==> config.mk <==
export PLATFORM = sky130hd
export DESIGN_NAME = flag_reg_unit_flat
export DESIGN_NICKNAME = d
export VERILOG_FILES = /design/src/rtl/flag_reg_unit_pkg.sv /design/src/rtl/flag_reg_unit_if.sv /design/src/rtl/flag_reg_unit_cond_eval.sv /design/src/rtl/flag_reg_unit.sv /design/src/flat_wrapper.sv
export SDC_FILE = /design/constraint.sdc
export NUM_CORES = 1
export LEC_CHECK = 0
export BUFFER_PORTS_ARGS = -buffer_cell sky130_fd_sc_hd__buf_2
export CORE_ASPECT_RATIO = 0.9
export CORE_UTILIZATION = 44
export DETAILED_ROUTE_END_ITERATION = 7
export MAX_ROUTING_LAYER = met4
export PLACE_DENSITY = 0.8
export SLEW_MARGIN = 15
export SYNTH_ARGS = -nofsm -noshare
export SYNTH_HDL_FRONTEND = slang
export SYNTH_SLANG_ARGS = --single-unit
export TNS_END_PERCENT = 1
==> constraint.sdc <==
create_clock -name clk -period 1.4 [get_ports clk]
set_input_delay 0 -clock clk [delete_from_list [all_inputs] [get_ports clk]]
set_output_delay 0 -clock clk [all_outputs]
set_load 0.005 [all_outputs]
==> src/rtl/flag_reg_unit_pkg.sv <==
// Shared CPU flag definitions: flag-source select, condition codes, flag bit positions.
package flag_reg_unit_pkg;

    typedef enum logic [2:0] {
        ALU8  = 3'd0,
        ROT   = 3'd1,
        ADD16 = 3'd2,
        MISC  = 3'd3,
        DAA   = 3'd4,
        CPL   = 3'd5,
        RSV6  = 3'd6,
        RSV7  = 3'd7
    } f_src_t;

    typedef enum logic [1:0] {
        COND_NZ = 2'd0,
        COND_Z  = 2'd1,
        COND_NC = 2'd2,
        COND_C  = 2'd3
    } cond_t;

    // Bit positions within the ZNHC nibble (F[7:4] in the full register).
    localparam int FLAG_Z = 3;
    localparam int FLAG_N = 2;
    localparam int FLAG_H = 1;
    localparam int FLAG_C = 0;

    typedef struct packed {
        logic [3:0] val;
        logic [3:0] mask;
    } f_stage_t;

    function automatic logic [3:0] merge_flags(input logic [3:0] cur, input f_stage_t e);
        return (e.mask & e.val) | (~e.mask & cur);
    endfunction

endpackage

==> src/rtl/flag_reg_unit_if.sv <==
// Controller-side bundle for the flag register stage: decoder inputs, candidate nibbles, F view.
interface flag_reg_unit_if;
    import flag_reg_unit_pkg::*;

    logic       capture;
    logic       commit;
    logic [2:0] next_f_src;
    logic [3:0] f_write;
    logic [3:0] alu_f;
    logic [3:0] rot_f;
    logic [3:0] add16_f;
    logic [3:0] misc_f;
    logic [3:0] daa_f;
    logic [3:0] cpl_f;
    logic       f_load;
    logic [7:0] f_load_data;
    logic [1:0] cond;
    logic       cond_true;
    logic [7:0] f;
    logic       pending;

    modport master (
        output capture, commit, next_f_src, f_write,
        output alu_f, rot_f, add16_f, misc_f, daa_f, cpl_f,
        output f_load, f_load_data, cond,
        input  cond_true, f, pending
    );

    modport slave (
        input  capture, commit, next_f_src, f_write,
        input  alu_f, rot_f, add16_f, misc_f, daa_f, cpl_f,
        input  f_load, f_load_data, cond,
        output cond_true, f, pending
    );

endinterface

==> src/rtl/flag_reg_unit_cond_eval.sv <==
// Combinational branch-condition evaluator (NZ/Z/NC/C) on a ZNHC flag nibble.
module flag_cond_eval
    import flag_reg_unit_pkg::*;
(
    input  logic [3:0] znhc,
    input  cond_t      cond,
    output logic       cond_true
);

    logic unused_nh;
    assign unused_nh = ^{znhc[FLAG_N], znhc[FLAG_H]};

    always_comb begin
        cond_true = 1'b0;
        case (cond)
            COND_NZ: cond_true = ~znhc[FLAG_Z];
            COND_Z:  cond_true =  znhc[FLAG_Z];
            COND_NC: cond_true = ~znhc[FLAG_C];
            COND_C:  cond_true =  znhc[FLAG_C];
            default: cond_true = 1'b0;
        endcase
    end

endmodule

==> src/rtl/flag_reg_unit.sv <==
// Flag register stage: one-entry staging of masked flag updates, commit merge into F, direct loads.
// Build option FLAG_FWD_EN: cond_true evaluates the next-F value instead of registered F.
module flag_reg_unit
    import flag_reg_unit_pkg::*;
#(
    parameter logic [7:0] RESET_F = 8'h00
) (
    input  logic           clk,
    input  logic           reset,
    flag_reg_unit_if.slave bus
);

    f_stage_t   incoming;
    f_stage_t   stage_q, stage_d;
    logic [3:0] f_hi_q, f_hi_d;
    logic       pending_q, pending_d;
    logic [3:0] cond_view;
    logic       unused_low_bits;

    // Only ZNHC are architectural; the low nibble of loads and RESET_F never reaches F.
    assign unused_low_bits = ^{bus.f_load_data[3:0], RESET_F[3:0]};

    always_comb begin
        incoming.val  = 4'b0000;
        incoming.mask = bus.f_write;
        case (f_src_t'(bus.next_f_src))
            ALU8:    incoming.val = bus.alu_f;
            ROT:     incoming.val = bus.rot_f;
            ADD16:   incoming.val = bus.add16_f;
            MISC:    incoming.val = bus.misc_f;
            DAA:     incoming.val = bus.daa_f;
            CPL:     incoming.val = bus.cpl_f;
            default: incoming.mask = 4'b0000;
        endcase
    end

    always_comb begin
        f_hi_d    = f_hi_q;
        pending_d = pending_q;
        stage_d   = stage_q;
        if (bus.f_load) begin
            f_hi_d    = bus.f_load_data[7:4];
            pending_d = 1'b0;
            stage_d   = '0;
        end else if (bus.capture && bus.commit) begin
            // Same-cycle capture and commit bypasses staging straight into F.
            f_hi_d    = merge_flags(f_hi_q, incoming);
            pending_d = 1'b0;
        end else if (bus.capture) begin
            stage_d   = incoming;
            pending_d = 1'b1;
        end else if (bus.commit && pending_q) begin
            f_hi_d    = merge_flags(f_hi_q, stage_q);
            pending_d = 1'b0;
        end
    end

    always_ff @(posedge clk) begin
        if (reset) begin
            f_hi_q    <= RESET_F[7:4];
            pending_q <= 1'b0;
            stage_q   <= '0;
        end else begin
            f_hi_q    <= f_hi_d;
            pending_q <= pending_d;
            stage_q   <= stage_d;
        end
    end

`ifdef FLAG_FWD_EN
    assign cond_view = reset ? RESET_F[7:4] : f_hi_d;
`else
    assign cond_view = f_hi_q;
`endif

    flag_cond_eval u_cond_eval (
        .znhc      (cond_view),
        .cond      (cond_t'(bus.cond)),
        .cond_true (bus.cond_true)
    );

    assign bus.f       = {f_hi_q, 4'b0000};
    assign bus.pending = pending_q;

endmodule

==> src/flat_wrapper.sv <==
// flat-port wrapper written by rule: the top's interface ports become plain ports
module flag_reg_unit_flat import flag_reg_unit_pkg::*;
#(
    parameter logic [7:0] RESET_F = 8'h00
)
  (clk, reset, bus_capture, bus_commit, bus_next_f_src, bus_f_write, bus_alu_f, bus_rot_f, bus_add16_f, bus_misc_f, bus_daa_f, bus_cpl_f, bus_f_load, bus_f_load_data, bus_cond, bus_cond_true, bus_f, bus_pending);
  flag_reg_unit_if bus_i ();
  input  logic clk;
  input  logic reset;
  input wire logic [$bits(bus_i.capture)-1:0] bus_capture;
  input wire logic [$bits(bus_i.commit)-1:0] bus_commit;
  input wire logic [$bits(bus_i.next_f_src)-1:0] bus_next_f_src;
  input wire logic [$bits(bus_i.f_write)-1:0] bus_f_write;
  input wire logic [$bits(bus_i.alu_f)-1:0] bus_alu_f;
  input wire logic [$bits(bus_i.rot_f)-1:0] bus_rot_f;
  input wire logic [$bits(bus_i.add16_f)-1:0] bus_add16_f;
  input wire logic [$bits(bus_i.misc_f)-1:0] bus_misc_f;
  input wire logic [$bits(bus_i.daa_f)-1:0] bus_daa_f;
  input wire logic [$bits(bus_i.cpl_f)-1:0] bus_cpl_f;
  input wire logic [$bits(bus_i.f_load)-1:0] bus_f_load;
  input wire logic [$bits(bus_i.f_load_data)-1:0] bus_f_load_data;
  input wire logic [$bits(bus_i.cond)-1:0] bus_cond;
  output wire logic [$bits(bus_i.cond_true)-1:0] bus_cond_true;
  output wire logic [$bits(bus_i.f)-1:0] bus_f;
  output wire logic [$bits(bus_i.pending)-1:0] bus_pending;
  assign bus_i.capture = bus_capture;
  assign bus_i.commit = bus_commit;
  assign bus_i.next_f_src = bus_next_f_src;
  assign bus_i.f_write = bus_f_write;
  assign bus_i.alu_f = bus_alu_f;
  assign bus_i.rot_f = bus_rot_f;
  assign bus_i.add16_f = bus_add16_f;
  assign bus_i.misc_f = bus_misc_f;
  assign bus_i.daa_f = bus_daa_f;
  assign bus_i.cpl_f = bus_cpl_f;
  assign bus_i.f_load = bus_f_load;
  assign bus_i.f_load_data = bus_f_load_data;
  assign bus_i.cond = bus_cond;
  assign bus_cond_true = bus_i.cond_true;
  assign bus_f = bus_i.f;
  assign bus_pending = bus_i.pending;
  flag_reg_unit #(.RESET_F(RESET_F)) u_core (.clk(clk), .reset(reset), .bus(bus_i));
endmodule
* After elaboration in Yosys (flattened, before gate mapping)
Cells that the tools add are included.
** Storage, ports and cells
- Bits in registers :: 13
- Bits in read-only memories :: 0
- RAM bits :: 0
- Output and inout bits :: 10
- Input bits :: 46
- Memories kept :: 0
- Bits in latches :: 0
** Cells by class
- Equality and inequality tests :: 9
- Reduce and logical (&&, ||, !) cells :: 11
- Order comparisons :: 0
- Div/mod/pow operators :: 0
- Bitwise operators :: 11
- Mux-type cells :: 9
- Multiply operators :: 0
- $add $sub $neg :: 0
- Shift-type cells :: 0
** Operator list (count)
- one-hot mux 4 bit (6 select lines) :: 1
- 2-to-1 mux 4 bit :: 5
- AND 4 bit :: 4
- NOT 4 bit :: 2
- OR 4 bit :: 2
- equality test 3 x 2 -> 1 bit (second input constant) :: 2
- equality test 3 bit (second input constant) :: 2
- OR reduction 6 bit :: 1
- equality test 2 bit (second input constant) :: 2
- one-hot mux 1 bit (4 select lines) :: 1
- AND reduction 2 bit :: 2
- equality test 3 x 1 -> 1 bit (second input constant) :: 1
- logical NOT 3 bit :: 1
- inequality test 3 x 1 -> 1 bit (second input constant) :: 1
- NOT 1 bit :: 3
- nonzero test 3 bit :: 1
- OR reduction 3 bit :: 1
- equality test 2 x 1 -> 1 bit (second input constant) :: 1
- logical AND 1 bit :: 2
- logical NOT 2 bit :: 1
- 2-to-1 mux 1 bit :: 2
- nonzero test 2 bit :: 1
- OR reduction 2 bit :: 1

* Logic depth before layout (Yosys ltp)
Gate-level depths: netlist (run 1).
- Depth in word-level cells :: 8
- Gate-level depth with buffers :: 6
- Mapped depth without buffers :: 4

* Cells and area by module
A second synthesis (run 1) with hierarchy kept.
** Second synthesis, totals
- Cell total of the unflattened synthesis :: 132
- Area total of the unflattened synthesis :: 1032.2 um^2
** By module, submodules not included
- flag_reg_unit :: cells each 130, instances 1, sequential area each 260.2 um^2, area each 1013.5 um^2
- flag_cond_eval :: cells each 2, instances 1, sequential area each 0.0 um^2, area each 18.8 um^2

* Worst setup path before layout (run 1)
No wires, ideal clock.
- Path kind :: input to register
- Start :: input port bus_next_f_src[2]
- End :: register (tool-made name)
- Arrival :: 1.069 ns
- Path slack :: 0.207 ns
- Stages on the path :: 5
- Required time :: 1.277 ns
- Path through :: buf_6 mux2_4 mux4_2 mux2i_1 o22ai_1
** RTL lines
- start: declaration :: line flat_wrapper.sv:12 : input wire logic [$bits(bus_i.next_f_src)-1:0] bus_next_f_src;

==> impl_results.md, run 1 <==
- Die Width: 52.47 µm
- Placed Area: 1242 µm²
- Pwr Density: 684.5 nW/µm²
- Worst Clk Skew: 0.003013 ns
- Post-DR vias/cell: 5.444
- Slew Viols, Final: 0
- Critical path class: reg -> reg
- Clk buf depth: 2
- Period Utilization, post-route: 87.92%
- GRT Total Usage: 20.75%
- Largest net degree at the start of global routing: 18
- Diodes inserted: 0
- Setup crit start kind: register
- Number of global-route vias before repair: 929
- CTS Buf Count: 3
- WP data arrival: 1.43 ns
- Grt ovf: 0
- Req. time, crit path: 1.60 ns
- CTS Sinks: 13
- Sequential share of the synthesized area: 25.81%
- CP max FO: 5
- Post CTS Setup Buffer Count: 0
- First-pass GRT wire length: 3657 µm
- Yosys warnings: 0
- CP peak stage delay: 0.35 ns
- Post-CTS resize count: 0
- Failing checks: design-rule violations
- Achievable frequency: 0.8124 GHz
- Synth Register Bits: 13
- Initial antenna violation count: 0
- Die Area: 2488 µm²
- Chip height: 47.42 µm
- Setup crit end kind: register
- Share of layout cells above drive strength 1: 34.27%
- Routability cong.: 0.9091
- Placement Rows: 16
- Mapped Area: 1008 µm²
- Io pins: 56
- 1st-iter DRT viols: 30
- Initial Util: 46.64%
- Core area: 2162 µm²
- Number of port buffers: 47
- Status: complete, but fails checks
- Vias: 1116
- VDD IR max: 0.4455 mV
- DP Worst Slack: 0.02007 ns
- Root buf cell: clkbuf_4
- Dpl hpwl: 2031 µm
- Clock-pin slew on the worst setup and hold paths: 0.08 ns
- Detailed Routing Iterations Pass 1: 6
- Avg WL per Cell: 12.35 µm
- Min Tclk post-route: 1.231 ns
- WL final: 2531 µm
- Avg Cell Area, Syn: 7.879 µm²
- TritonCTS clock tree: built
- Hold Violations, Final: 0
- Hold/Removal Path Class: in -> reg
- Setup Viol. Count Final: 0
- Post-route ant nets: 0
- P_leak: 0.6177 nW
- Unrepaired setup endpoints after global routing: no
- Fin area: 1329 µm²
- Mapped Cells: 128
- Setup TNS: 0 ns
- Distinct cell type count after synthesis: 34
- Nets: 225
- Fin worst setup slack: 0.1691 ns
- Maxcap violations: 0
- H-Tree Depth: 1
- Crit-path slowest cell: dfxtp_1
- Worst path cell trace: a21o_1 > a21oi_1 > nor3_1 > a211oi_1
- Worst-Skew Late Latency: 0.28 ns
- Area delta synth->final: 31.76%
- Hold buffers post-CTS: 6
- DRC viols: 2
[path summary, 6_finish.rpt]
kind | end | from | cells past startpoint | slack, ns
max reg2reg | register | u_core.bus.pending$_SDFFE_PP0P_ | 4 | 0.17
min | u_core.bus.pending$_SDFFE_PP0P_ | bus_capture | 3 | 0.04
max | register | u_core.bus.pending$_SDFFE_PP0P_ | 4 | 0.17
min reg2reg | u_core.stage_q[5]$_SDFFE_PP0P_ | u_core.stage_q[5]$_SDFFE_PP0P_ | 2 | 0.47
[logic make-up after synthesis]
kind of cell	Yosys count	share of synthesized area, %
other	1	0.3719
and+or+nand+nor	46	21.71
muxes	15	18.98
buffers and inverters	19	9.428
DFF	13	25.81
AOI/OAI and AO/OA	33	22.83
xor gates and xnor gates	1	0.8686
[critical path, delay by kind of cell (launching register included)]
| family | cells | cell delay [ns] |
|---|---|---|
| compound gates | 3 | 0.68 |
| flops | 1 | 0.35 |
| simple gates | 1 | 0.11 |
[per-layer routing]
| layer | global-route usage, % | vias to the layer above | wire, µm |
|---|---|---|---|
| li1 | - | 558 | - |
| met1 | 25.67 | 496 | 1136 |
| met2 | 34.68 | 56 | 1175 |
| met3 | 3.175 | 6 | 183 |
| met4 | 7.368 | 0 | 36 |
| met5 | - | - | 0 |
[report_power, final]
| part | internal [mW] | switching [mW] |
|---|---|---|
| Sequential | 0.384 | 0.0104 |
| Clock | 0.111 | 0.130 |
| Combinational | 0.145 | 0.130 |
| Total | 0.640 | 0.270 |
[layout make-up]
| type | instances | area (µm²) |
|---|---|---|
| fill | 206 | 833.3 |
| clock buffer | 4 | 26.28 |
| tap | 27 | 33.78 |
| multi-input combinational | 99 | 664.4 |
| sequential | 13 | 260.3 |
| timing repair buffer | 57 | 325.3 |
| inverter | 5 | 18.77 |
[cell usage in the layout, fill, tap and decap left out, drive strengths merged, types with 4 or more instances in the layout]
cell,instances
nand3,6
mux2,4
conb,4
a21oi,11
nor3,5
dlygate4sd3,6
dfxtp,13
inv,5
mux2i,9
nor2,7
nand2,16
a211oi,4
clkbuf,4
buf,51
nor2b,6
[cell usage after synthesis]
library cell | instances | area share [%]
a2111oi_0 | 2 | 1.7
a211o_1 | 2 | 1.7
a211oi_1 | 4 | 3.0
a21o_1 | 2 | 1.5
a21oi_1 | 11 | 5.5
a221oi_1 | 2 | 1.7
a31oi_1 | 2 | 1.2
a32o_1 | 2 | 2.0
and2_1 | 1 | 0.62
and3_1 | 1 | 0.62
and3b_1 | 1 | 0.87
buf_2 | 1 | 0.50
buf_4 | 4 | 3.0
buf_6 | 1 | 1.1
clkbuf_1 | 8 | 3.0
conb_1 | 1 | 0.37
dfxtp_1 | 13 | 26
inv_1 | 4 | 1.5
inv_2 | 1 | 0.37
mux2_2 | 1 | 1.1
mux2_4 | 3 | 4.5
mux2i_1 | 9 | 8.9
mux4_2 | 2 | 4.5
nand2_1 | 16 | 6.0
nand2b_1 | 2 | 1.2
nand3_1 | 6 | 3.0
nor2_1 | 7 | 2.6
nor2b_1 | 6 | 3.7
nor3_1 | 5 | 2.5
o22ai_1 | 2 | 1.2
o2bb2ai_1 | 2 | 1.7
o31ai_1 | 2 | 1.5
or2_1 | 1 | 0.62
xor2_1 | 1 | 0.87
[stage by stage]
step | hold WS, ns | utilization (%) | power [mW] | cells
4_1_cts | 0.03096 | 61.46 | 0.9106 | 205
2_1_floorplan | 0.05542 | - | 0.5691 | 131
3_3_place_gp | 0.2490 | 57.47 | 0.6539 | 195
5_1_grt | 0.06303 | 61.46 | 0.9565 | 205
6_report | 0.03734 | 61.46 | 0.9095 | 205
3_5_place_dp | 0.2542 | 57.47 | 0.6639 | 195
No activity file was read; power rests on OpenSTA's default activity.
==> run 2, diff against run 1 <==
--- a/config.mk
+++ b/config.mk
@@ -12,3 +12,3 @@
 export MAX_ROUTING_LAYER = met4
-export PLACE_DENSITY = 0.8
+export PLACE_DENSITY_LB_ADDON = 0.3
 export SLEW_MARGIN = 15
==> constraint.sdc (replaced) <==
create_clock -name clk -period 1.4 [get_ports clk]
set_input_delay 0.14 -clock clk [delete_from_list [all_inputs] [get_ports clk]]
set_output_delay 0.14 -clock clk [all_outputs]
set_load 0.005 [all_outputs]
==> run 2 against run 1 <==
  * The run still ends with design-rule violations left
  * Clock skew shrank 0.00099 ns
  * Final cell count shrank 1.5%
  * First-iteration DRC count grew 17%
  * Sequential power barely moved
  * Sequential share of layout area up 0.57 points
  * Global-route usage grew 1.3 points
  * Maximum frequency increased by 0.31%
  * Die area unchanged
  * Sequential cell count stayed put
  * Largest cell class unchanged
==> impl_results.md, run 2 (synthesis results as in run 1) <==
- Placement Rows: 16 (unchanged)
- Worst Setup SP: bus_next_f_src[2] (was u_core.bus.pending$_SDFFE_PP0P_)
- Routability cong.: 0.8431 (was 0.9091)
- CP Depth: 5 (was 4)
- WP data arrival: 1.40 ns (was 1.43 ns)
- Hold buffers post-CTS: 0 (was 6)
- Die Width: 52.47 µm (unchanged)
- Post-route ant nets: 0 (unchanged)
- Status: complete, but fails checks (unchanged)
- H-Tree Depth: 1 (unchanged)
- Switching pwr: 0.2619 mW (was 0.2697 mW)
- Clk pwr share: 26.2% (was 26.4%)
- DR WL met2: 1160 µm (was 1175 µm)
- CP peak stage delay: 0.49 ns (was 0.35 ns)
- Top routing layer used: met4 (unchanged)
- Min Tclk post-route: 1.227 ns (was 1.231 ns)
- Pwr Density: 695.2 nW/µm² (was 684.5 nW/µm²)
- Req. time, crit path: 1.57 ns (was 1.60 ns)
- Pint: 0.6357 mW (was 0.6398 mW)
- Worst Clk Skew: 0.002025 ns (was 0.003013 ns)
- 1st-iter DRT viols: 35 (was 30)
- Commonest non-fill, non-tap cell in the layout: buf_2 (unchanged)
- DRC viols: 2 (unchanged)
- Setup Viol. Count Final: 0 (unchanged)
- First-pass GRT wire length: 3884 µm (was 3657 µm)
- Placed Area: 1265 µm² (was 1242 µm²)
- Number of port buffers: 47 (unchanged)
- Post CTS Setup Buffer Count: 0 (unchanged)
- Fin area: 1291 µm² (was 1329 µm²)
- Core area: 2162 µm² (unchanged)
- R2r setup slk: 0.19 ns (was 0.17 ns)
- P_leak: 0.6062 nW (was 0.6177 nW)
- Number of global-route vias before repair: 927 (was 929)
- Comb pwr share: 29.9% (was 30.2%)
- Switching share of power: 29.18% (was 29.66%)
- Post-CTS resize count: 0 (unchanged)
- GRT Total Usage: 22.01% (was 20.75%)
- Commonest cells after routing, fill and taps aside: buf_2 (47), nand2_1 (16), dfxtp_1 (13) (unchanged)
- Reg-to-Reg Start: u_core.bus.pending$_SDFFE_PP0P_ (unchanged)
- CTS Buf Count: 3 (unchanged)
- Detailed Routing Iterations Pass 1: 6 (unchanged)
- Chip height: 47.42 µm (unchanged)
- Unrepaired setup endpoints after global routing: no (unchanged)
- Period Utilization, post-route: 87.65% (was 87.92%)
- Initial antenna violation count: 0 (unchanged)
- Grt ovf: 0 (unchanged)
- Crit-path leading delay family: multiplexers (was compound AO/OA/AOI/OAI gates)
- Sum of buffers and inverters on the critical path: 1 (was 0)
- Hold Violations, Final: 0 (unchanged)
- Io pins: 56 (unchanged)
- WL final: 2442 µm (was 2531 µm)
- Clk buf depth: 2 (unchanged)
- Crit-path slowest cell: mux4_2 (was dfxtp_1)
- Die Area: 2488 µm² (unchanged)
- Failing checks: design-rule violations (unchanged)
- CTS Sinks: 13 (unchanged)
- WL met1: 1065 µm (was 1136 µm)
- Sequential share of power: 43.9% (was 43.4%)
- Fill count: 214 (was 206)
- Setup crit end kind: register (unchanged)
- Post-layout power: 0.8976 mW (was 0.9095 mW)
- Achievable frequency: 0.8149 GHz (was 0.8124 GHz)
- CP max FO: 7 (was 5)
- Nets: 222 (was 225)
- Avg WL per Cell: 12.09 µm (was 12.35 µm)
- Clock-pin slew on the worst setup and hold paths: 0.08 ns (about the same)
- Diodes inserted: 0 (unchanged)
- Hold/Removal Path Class: in -> reg (unchanged)
- Reg2reg path depth: 4 (unchanged)
- Setup crit start kind: primary input (was register)
- Area delta synth->final: 28.04% (was 31.76%)
- Critical path class: in -> reg (was reg -> reg)
- Largest net degree at the start of global routing: 18 (unchanged)
- Root buf cell: clkbuf_4 (unchanged)
- Met3 WL post-DR: 184 µm (was 183 µm)
- Dpl hpwl: 1984 µm (was 2031 µm)
- TritonCTS clock tree: built (unchanged)
- Vias: 1092 (was 1116)
- Maxcap violations: 0 (unchanged)
- Share of layout cells above drive strength 1: 36.57% (was 34.27%)
- Setup TNS: 0 ns (unchanged)
- Worst-Skew Late Latency: 0.28 ns (about the same)
- Worst path cell trace: buf_2 > mux2_4 > mux4_2 > mux2i_1 > o22ai_1 (was a21o_1 > a21oi_1 > nor3_1 > a211oi_1)
- Post-DR vias/cell: 5.406 (was 5.444)
- VDD IR max: 0.4533 mV (was 0.4455 mV)
- Slew Viols, Final: 0 (unchanged)
- Fin Hold WS: 0.1334 ns (was 0.03734 ns)
- Initial Util: 46.64% (unchanged)
## run 2: cell types whose count changed in the layout (fill, tap and decap cells not counted)
cell / before / now
buf_4: 4 / 7
dlygate4sd3_1: 6 / 0
## run 2: final cells by class
cell class / instances / area [µm²] / share of cell area (%)
inverter: 5 / 18.77 / 1.453
clock buffer: 4 / 26.28 / 2.035
tap: 27 / 33.78 / 2.616
multi-input combinational: 99 / 664.4 / 51.45
timing repair buffer: 54 / 287.8 / 22.29
sequential: 13 / 260.3 / 20.16
## run 2: routing by layer
metal / global-route usage [%] / vias to the layer above
met5: - / -
met4: 7.895 / 0
met3: 1.905 / 3
met2: 36.46 / 58
met1: 28.35 / 483
li1: - / 548
## run 2: metrics by stage
stage	utilization, %	cells	setup slack, ns
2_1_floorplan	-	131	0.06745
3_3_place_gp	58.51	198	-0.05104
3_5_place_dp	58.51	198	-0.1227
4_1_cts	59.72	202	0.1795
5_1_grt	59.72	202	0.07495
6_report	59.72	202	0.1729
## run 2: worst min-delay path by stage
stage	depth (start not counted)	endpoint	start
3_3_place_gp	2	u_core.bus.pending$_SDFFE_PP0P_	bus_commit
3_5_place_dp	3	u_core.stage_q[1]$_SDFFE_PP0P_	bus_f_write[1]
6_report	3	u_core.stage_q[3]$_SDFFE_PP0P_	bus_f_write[3]
2_1_floorplan	1	register	reset
4_1_cts	3	u_core.stage_q[1]$_SDFFE_PP0P_	bus_f_write[1]
5_1_grt	3	u_core.stage_q[1]$_SDFFE_PP0P_	bus_f_write[1]
## run 2: power by group through the flow
| stage | registers, mW | clock network (mW) | logic, mW |
|---|---|---|---|
| after CTS | 0.394 | 0.244 | 0.270 |
| after floorplan | 0.402 | 0 | 0.167 |
| after global routing | 0.396 | 0.255 | 0.300 |
| after global placement | 0.402 | 0 | 0.260 |
| final | 0.394 | 0.235 | 0.269 |
| after detailed placement | 0.403 | 0 | 0.269 |
## run 2: worst reg2reg max path, cell delays in order (launching register included)
cell and delay (ns):
dfxtp_1 0.36, and3b_1 0.22, a21oi_1 0.19, mux2i_1 0.22, o22ai_1 0.10
==> run 3, diff against run 2 <==
PLACE_DENSITY = 0.9   (was not set)
PLACE_DENSITY_LB_ADDON = not set   (was 0.3)
==> run 3 against run 2 <==
  * The run now ends clean
  * Maximum frequency up 0.40%
  * Non-clock buffer count down 2
  * Setup slack better by 0.0048 ns
  * First-iteration DRC count down 5.7%
  * Register-to-register slack about the same
  * Final cell count down 0.99%
  * Final area down 1.2%
==> impl_results.md, run 3 (synthesis results as in run 1) <==
- Post-DR vias/cell: 5.620 (was 5.406)
- Chip height: 47.42 µm (unchanged)
- Setup crit end kind: register (unchanged)
- CP max FO: 5 (was 7)
- Largest net degree at the start of global routing: 18 (unchanged)
- Hold/Removal Path Class: in -> reg (unchanged)
- Hold Violations, Final: 0 (unchanged)
- First-pass GRT wire length: 4153 µm (was 3884 µm)
- Setup TNS: 0 ns (unchanged)
- CP peak stage delay: 0.35 ns (was 0.49 ns)
- Initial antenna violation count: 0 (unchanged)
- Die Area: 2488 µm² (unchanged)
- CTS Buf Count: 3 (unchanged)
- Root buf cell: clkbuf_4 (unchanged)
- Unrepaired setup endpoints after global routing: no (unchanged)
- Min Tclk post-route: 1.222 ns (was 1.227 ns)
- CTS Sinks: 13 (unchanged)
- Setup crit start kind: register (was primary input)
- Routability cong.: 0.8762 (was 0.8431)
- DP Cell Count: 196 (was 198)
- Die Width: 52.47 µm (unchanged)
- Worst-Skew Late Latency: 0.28 ns (about the same)
- Req. time, crit path: 1.56 ns (was 1.57 ns)
- Vias: 1124 (was 1092)
- Post-CTS resize count: 0 (unchanged)
- Fin area: 1276 µm² (was 1291 µm²)
- Diodes inserted: 0 (unchanged)
- Achievable frequency: 0.8182 GHz (was 0.8149 GHz)
- DRC viols: 0 (was 2)
- DP Worst Slack: -0.08700 ns (was -0.1227 ns)
- Clock-pin slew on the worst setup and hold paths: 0.08 ns (about the same)
- WL final: 2581 µm (was 2442 µm)
- Area delta synth->final: 26.55% (was 28.04%)
- Pwr Density: 702.8 nW/µm² (was 695.2 nW/µm²)
- Worst path cell trace: and3b_1 > a21oi_1 > mux2i_1 > o22ai_1 (was buf_2 > mux2_4 > mux4_2 > mux2i_1 > o22ai_1)
- 1st-iter DRT viols: 33 (was 35)
- Number of global-route vias before repair: 1039 (was 927)
- H-Tree Depth: 1 (unchanged)
- Maxcap violations: 0 (unchanged)
- Share of layout cells above drive strength 1: 35.84% (was 36.57%)
- Dpl hpwl: 2071 µm (was 1984 µm)
- Period Utilization, post-route: 87.30% (was 87.65%)
- WP data arrival: 1.38 ns (was 1.40 ns)
- GRT Total Usage: 23.03% (was 22.01%)
- Status: finished clean (was complete, but fails checks)
- Commonest non-fill, non-tap cell in the layout: buf_2 (unchanged)
- Core area: 2162 µm² (unchanged)
- Fin worst setup slack: 0.1777 ns (was 0.1729 ns)
- Nets: 220 (was 222)
- Initial Util: 46.64% (unchanged)
- Avg WL per Cell: 12.91 µm (was 12.09 µm)
- Clk buf depth: 2 (unchanged)
- VDD IR max: 0.5509 mV (was 0.4533 mV)
- Io pins: 56 (unchanged)
- Critical path class: reg -> reg (was in -> reg)
- Placed Area: 1250 µm² (was 1265 µm²)
- Worst Clk Skew: 0.003585 ns (was 0.002025 ns)
- Grt ovf: 0 (unchanged)
- Slew Viols, Final: 0 (unchanged)
- Number of port buffers: 47 (unchanged)
- P_leak: 0.5969 nW (was 0.6062 nW)
- Detailed Routing Iterations Pass 1: 4 (was 6)
- TritonCTS clock tree: built (unchanged)
- Post-layout power: 0.8969 mW (was 0.8976 mW)
- Setup Viol. Count Final: 0 (unchanged)
- Fin cells: 200 (was 202)
- Crit-path slowest cell: dfxtp_1 (was mux4_2)
- Commonest cells after routing, fill and taps aside: buf_2 (47), nand2_1 (16), dfxtp_1 (13) (unchanged)
- Placement Rows: 16 (unchanged)
- Post-route ant nets: 0 (unchanged)
- Hold buffers post-CTS: 0 (unchanged)
- Post CTS Setup Buffer Count: 0 (unchanged)
run 3: cell types whose count changed in the layout (fill, tap and decap cells not counted):
cell,change
buf_4,-2
run 3: area by class of cell:
cell class / instances / area, µm²
Clock buffer: 4 / 26.28
Fill cell: 204 / 885.9
Inverter: 5 / 18.77
Multi-Input combinational cell: 99 / 664.4
Sequential cell: 13 / 260.3
Tap cell: 27 / 33.78
Timing Repair Buffer: 52 / 272.8
run 3: worst paths after layout:
check / startpoint / end / slack, ns / cells after the start
setup / recovery: u_core.bus.pending$_SDFFE_PP0P_ / register / 0.18 / 4
hold / removal: bus_f_write[2] / u_core.stage_q[2]$_SDFFE_PP0P_ / 0.13 / 3
setup reg to reg: u_core.bus.pending$_SDFFE_PP0P_ / register / 0.18 / 4
hold reg to reg: u_core.stage_q[6]$_SDFFE_PP0P_ / u_core.stage_q[6]$_SDFFE_PP0P_ / 0.47 / 2
run 3: where the power goes:
part	switching, mW	internal, mW	total, mW
combinational	0.130	0.138	0.268
clock	0.125	0.110	0.235
sequential	0.00986	0.384	0.394
run 3: per-stage QoR:
stage	hold WS, ns	util, %
3_5_place_dp	0.4258	57.81
2_1_floorplan	0.2343	-
5_1_grt	0.1401	59.03
3_3_place_gp	0.4123	57.81
6_report	0.1325	59.03
4_1_cts	0.1277	59.03
run 3: layer usage:
layer / vias to the layer above / part of all wire (%) / global-route usage, %
met4: 0 / 0.46 / 3.684
met5: - / 0 / -
met1: 499 / 41 / 25.76
met2: 76 / 49 / 42.53
met3: 2 / 9.8 / 5.714
li1: 547 / - / -
run 3: critical path: cells and delay by family (launching register included):
kind,cells,cell delay [ns]
DFF,1,0.35
AOI/OAI and AO/OA,2,0.30
muxes,1,0.24
and+or+nand+nor,1,0.22
